$ cat config.mk
export PLATFORM = sky130hd
export DESIGN_NAME = lfsr_8bit
export DESIGN_NICKNAME = d
export VERILOG_FILES = /design/src/rtl/inversor_response_checker_pkg.sv /design/src/rtl/lfsr_8bit.sv
export SDC_FILE = /design/constraint.sdc
export NUM_CORES = 1
export LEC_CHECK = 0
export ABC_CLOCK_PERIOD_IN_PS = 1400
export BUFFER_PORTS_ARGS = -buffer_cell sky130_fd_sc_hd__buf_2
export CAP_MARGIN = 20
export CORE_AREA = 2 2 39 41
export CTS_CLUSTER_SIZE = 20
export DETAILED_ROUTE_END_ITERATION = 7
export DIE_AREA = 0 0 41 43
export GPL_TIMING_DRIVEN = 0
export SLEW_MARGIN = 0
export SYNTH_ARGS = -nofsm -noshare
export SYNTH_HDL_FRONTEND = slang
export SYNTH_SLANG_ARGS = --single-unit
$ cat constraint.sdc
create_clock -name clk -period 1.4 [get_ports clk]
set_input_delay 0.28 -clock clk [delete_from_list [all_inputs] [get_ports clk]]
set_output_delay 0.28 -clock clk [all_outputs]
set_load 0.02 [all_outputs]
$ cat src/rtl/inversor_response_checker_pkg.sv
// rtl/inversor_response_checker_pkg.sv - shared FSM encoding, LFSR taps and default seed
package inversor_response_checker_pkg;

    typedef enum logic [1:0] {
        ST_IDLE   = 2'd0,
        ST_SETTLE = 2'd1,
        ST_CHECK  = 2'd2,
        ST_DONE   = 2'd3
    } state_e;

    // x^8+x^6+x^5+x^4+1 as a left-shifting Fibonacci register
    localparam logic [7:0] LFSR_TAP_MASK = 8'hB8;
    localparam logic [7:0] DEFAULT_SEED  = 8'hA5;

    function automatic logic lfsr_feedback(input logic [7:0] q);
        return ^(q & LFSR_TAP_MASK);
    endfunction

endpackage

$ cat src/rtl/lfsr_8bit.sv
// rtl/lfsr_8bit.sv - 8-bit Fibonacci LFSR with synchronous load and advance
module lfsr_8bit
    import inversor_response_checker_pkg::*;
#(
    parameter logic [7:0] SEED = DEFAULT_SEED
) (
    input  logic       clk,
    input  logic       reset_L,
    input  logic       load,
    input  logic [7:0] seed,
    input  logic       advance,
    output logic [7:0] q
);

    logic [7:0] q_q;

    always_ff @(posedge clk or negedge reset_L) begin
        if (!reset_L) begin
            q_q <= SEED;
        end else if (load) begin
            q_q <= seed;
        end else if (advance) begin
            q_q <= {q_q[6:0], lfsr_feedback(q_q)};
        end
    end

    assign q = q_q;

endmodule

# Word level (Yosys, flattened, before mapping)
# Index checks and enable logic that the tools add are counted.
# totals
register_bits	8
inputBits	12
# op_classes
muxes	2
n_reduce_logical	2
# ops
operator	count
$mux 8	2
$reduce_xor 8->1	1
$reduce_bool 2->1	1

# Depth between registers and ports, before layout
# depth
depth_word	3
mapped_depth	4
ltp_nobuf	3

# Worst setup path after synthesis
# No wires, ideal clock.
# synth_timing
kind	reg2reg
start	register q_q[5] (netlist: q[5])
end	register q_q[0] (netlist: q[0])
arrival_time_ns	0.969
required_ns	1.318
path_slack_ns	0.349
path_stages_with_launch	4
path_buffers	0
path_cell_list	dfstp_2 xor2_1 xnor2_1 o21ai_1
# synth_via
elab_chain_cells	3
# synth_rtl
element	line	rtl
start, declared	lfsr_8bit.sv:15	logic [7:0] q_q;
start signal, assigned	lfsr_8bit.sv:23	q_q <= {q_q[6:0], lfsr_feedback(q_q)};
$reduce_xor 8->1	inversor_response_checker_pkg.sv:16	return ^(q & LFSR_TAP_MASK);
$mux 8	lfsr_8bit.sv:22	end else if (advance) begin
$mux 8	lfsr_8bit.sv:20	end else if (load) begin
# Every way passes these cells. The select of a mux whose other input is x is not followed.
# A chain may end at the register's enable or synchronous reset.

# Final worst setup path
# layout_timing
start	register q_q[5] (netlist: q[5])
end	output q[5]
# layout_rtl
element	line	rtl
end, declared	lfsr_8bit.sv:12	output logic [7:0] q
# No word-level cell between the ends.

==> flow_results.org <==
** Status
- The run finished with clean final reports.

** Placed design
- Final HPWL DP :: 648 um
- Routability-driven placement finished with a final weighted congestion of 0.659.
- Number of input and output port buffers inserted :: 18
- In this run, placement finished with an instance count of 72.

** Cells and area
- After the last flow step, the layout net total stands at 74.
- Most common cell after layout, fill and taps aside :: sky130_fd_sc_hd__buf_2
- Fill cell total of the finished layout :: 160
- Commonest cells after routing, fill and taps aside :: 19 x sky130_fd_sc_hd__buf_2, 7 x sky130_fd_sc_hd__mux2i_1, 7 x sky130_fd_sc_hd__nand2_1, 7 x sky130_fd_sc_hd__o21ai_0
- The multi-input combinational cells in the finished layout cover a total of 181 sq um.
- In the final layout, the share of cells above drive strength 1 is 45.0%.
- Across the whole layout, storage elements account for 205 sq um.
- At the end of the flow the core is filled with cells to 39.2%.
- Final std cells w/o fill :: 76
- The repair_antennas step left the layout with diodes totalling 0.
- Largest register FFs :: 8
- Synth-to-layout area growth :: 35.7%

** Floorplanning
- Vertical extent of the die :: 43 um
- The region available for standard cell placement spans 0.00138 sq mm.
- Measured along the x axis, the die boundary spans 41 um.
- Pin placement for this block handled 20 I/O pins.
- The floorplan step defined a die boundary enclosing 0.00176 sq mm.
- Initial Utilization :: 28.8%
- The floorplan has 14 rows.

** Job
- Max-cap violations in this run came to 0.

** STA
- Static timing analysis puts the maximum clock frequency at 0.804 GHz.
- The final count of hold timing violations came to 0.
- Tcrit/Tclk final :: 88.9%
- Setup repair after global routing left no endpoint under its margin.
- Setup violations remaining at the end of the flow were counted as 0.
- In this run the tightest slew margin relative to its limit is 88.8%.
- At the pin with the least slew margin, the transition time is 0.166 ns.
- Worst Skew :: 0.00629 ns
- The tightest hold path in the finished design has a slack of 0.236 ns.
- Adding up every negative setup slack in the final design gives 0 ns.
- Final period demand of the worst path :: 1.24 ns
- Slew Viols, Final :: 0

** Setup path
- Data on the critical path is required at its endpoint by 1.12 ns.
- Of all nets on the critical path, the largest fanout is 4.
- Largest delay share family, worst path :: flip-flops
- In this design, the stage delay of the slowest critical-path cell is 0.55 ns.
- Slowest cell on crit path :: sky130_fd_sc_hd__dfstp_2
- In this run the worst setup path begins at q[5].
- Path type of the worst setup path :: reg2out
- Data arrival at the endpoint of the critical path :: 0.96 ns
- Walking the worst path, the cells encountered are buf_2.
- Worst path bufs/invs :: 1
- Critical path capture point type :: output port
- In this run the critical register-to-register path is launched from q[7].
- STA classifies the critical path startpoint as a register.

** Synthesis
- The synthesized design spends more area on one cell type than any other, namely sky130_fd_sc_hd__dfstp_2.
- When the netlist entered floorplanning its net count stood at 50.
- The top cell type by area accounts for 26.3% of the synthesized area.
- Yosys printed 0 warnings.
- After synthesis the cells add up to 399 sq um.
- Sequential share of the synthesized area :: 51.4%
- Syn Area/Cell :: 10.5 sq um
- Number of enable-type register cells in the synthesized netlist :: 0
- Async S/R FF share, synth :: 100%
- Cells after synthesis :: 38
- Yosys mapped the design onto 13 distinct sky130hd cell types.
- By area the synthesized netlist is led by sky130_fd_sc_hd__dfstp_2 26%, sky130_fd_sc_hd__dfrtp_1 25%, sky130_fd_sc_hd__mux2i_1 18%, sky130_fd_sc_hd__o21ai_0 8.8%, sky130_fd_sc_hd__nand2_1 6.6%.
- The synthesized design contains 8 register bits.
- Among all flip-flop cells after synthesis, the most frequent one is sky130_fd_sc_hd__dfstp_2.

** CTS
- TritonCTS built the clock tree.
- Clock-pin slew was measured on the worst setup and hold paths at 0.06 ns.
- CTS HTree Levels :: 1
- Counting every sink on the clock net gives 8.
- Setup fix buffers added after clock tree synthesis :: 0
- Clock root cell :: sky130_fd_sc_hd__clkbuf_4
- Post-cts gate resize count :: 0
- In this run, CTS created clock tree buffers numbering 3.
- Deepest clock path buffer count :: 2
- The later pin in the worst-skew pair is clocked with a latency of 0.25 ns.

** GRT
- Residual overflow from global routing :: 0
- Antenna violations before repair :: 0
- Global routing used 11.6% of the available tracks.
- The first global-routing pass estimated 1320 um of wire.
- Vias in the first global route :: 309
- Entering global routing, the biggest net connects 11 pins.

** Power
- The analysis attributes to cell leakage a power of 0.274 nW.
- Worst VDD drop :: 0.392 mV
- For this design the ratio of total power to cell area is 1150 mW/mm^2.

** Route
- Average via count per standard cell :: 4.42
- Detailed routing inserted a total of 336 vias.
- The routed design has 854 um of wire.
- For this run, the detailed router's first-pass iteration total came to 2.
- Drt first-iter violations :: 4
- Remaining antenna violation count :: 0
- Dividing the detail-routed wire length by the instance count gives 11.2 um.
- After detailed routing, the number of remaining DRC violations is 0.

** Worst hold path
- Worst hold-check path type :: in2reg
- The worst hold path begins at seed[3].
-- routing by layer --
metal  vias to the layer above  global-route usage, %  wire (um)
met2                        11                   15.3        402
li1                        174                      -          -
met5                         -                      0          0
met3                         2                   3.14         54
met4                         0                   10.0          7
met1                       149                   14.6        389
-- synthesized netlist by cell type, types with 2 or more instances --
master,number
sky130_fd_sc_hd__dfrtp_1,4
sky130_fd_sc_hd__mux2i_1,7
sky130_fd_sc_hd__o21ai_0,7
sky130_fd_sc_hd__xor2_1,2
sky130_fd_sc_hd__dfstp_2,4
sky130_fd_sc_hd__nand2_1,7
-- tightest hold or removal path: stages --
cell,delay (ns)
sky130_fd_sc_hd__buf_2,0.07
sky130_fd_sc_hd__nand2_1,0.04
sky130_fd_sc_hd__o21ai_0,0.06
-- logic make-up after synthesis --
logic type / Yosys count / share of synthesized area [%]
AND/OR/NAND/NOR: 9 / 10.0
flip-flops: 8 / 51.4
XOR/XNOR: 3 / 6.58
AO/OA/AOI/OAI: 9 / 11.3
multiplexers: 7 / 17.6
buffers and inverters: 2 / 3.13
-- layout make-up --
cell class	count	share of cell area [%]
clock buffer	3	4.16
timing repair buffer	19	18.5
tap	16	3.70
sequential	8	37.9
multi-input combinational	28	33.5
buffer	2	2.31
-- timing repair --
item / 4_1_cts / 5_1_grt
endpoints found under the setup margin: 0 / 0
endpoints found under the hold margin: 4 / 0
hold buffers: 1 / 0
-- power by group --
| group | total, mW | leakage, nW | internal, mW | switching [mW] |
|---|---|---|---|---|
| sequential | 0.292 | 0.0906 | 0.269 | 0.0238 |
| clock | 0.175 | 0.0138 | 0.0980 | 0.0768 |
| combinational | 0.155 | 0.170 | 0.0685 | 0.0862 |
-- per-stage QoR --
| stage | total power, mW | worst slack [ns] | area, sq um |
|---|---|---|---|
| after floorplan | 0.392 | 0.349 | 399 |
| after global placement | 0.447 | 0.401 | 509 |
| after detailed placement | 0.452 | 0.387 | 509 |
| after CTS | 0.633 | 0.140 | 542 |
| after global routing | 0.656 | 0.126 | 542 |
| final | 0.622 | 0.155 | 542 |
-- final timing paths --
path / endpoint / slack, ns / depth (start not counted)
max in group asynchronous: q[5] / 0.76 / 2
setup / recovery: q[5] / 0.16 / 1
min in group asynchronous: q[1] / 0.39 / 2
hold / removal: q[3] / 0.24 / 3
hold reg to reg: q[2] / 0.58 / 2
setup reg to reg: q[0] / 0.40 / 3
(Power assumes the default switching activity.)
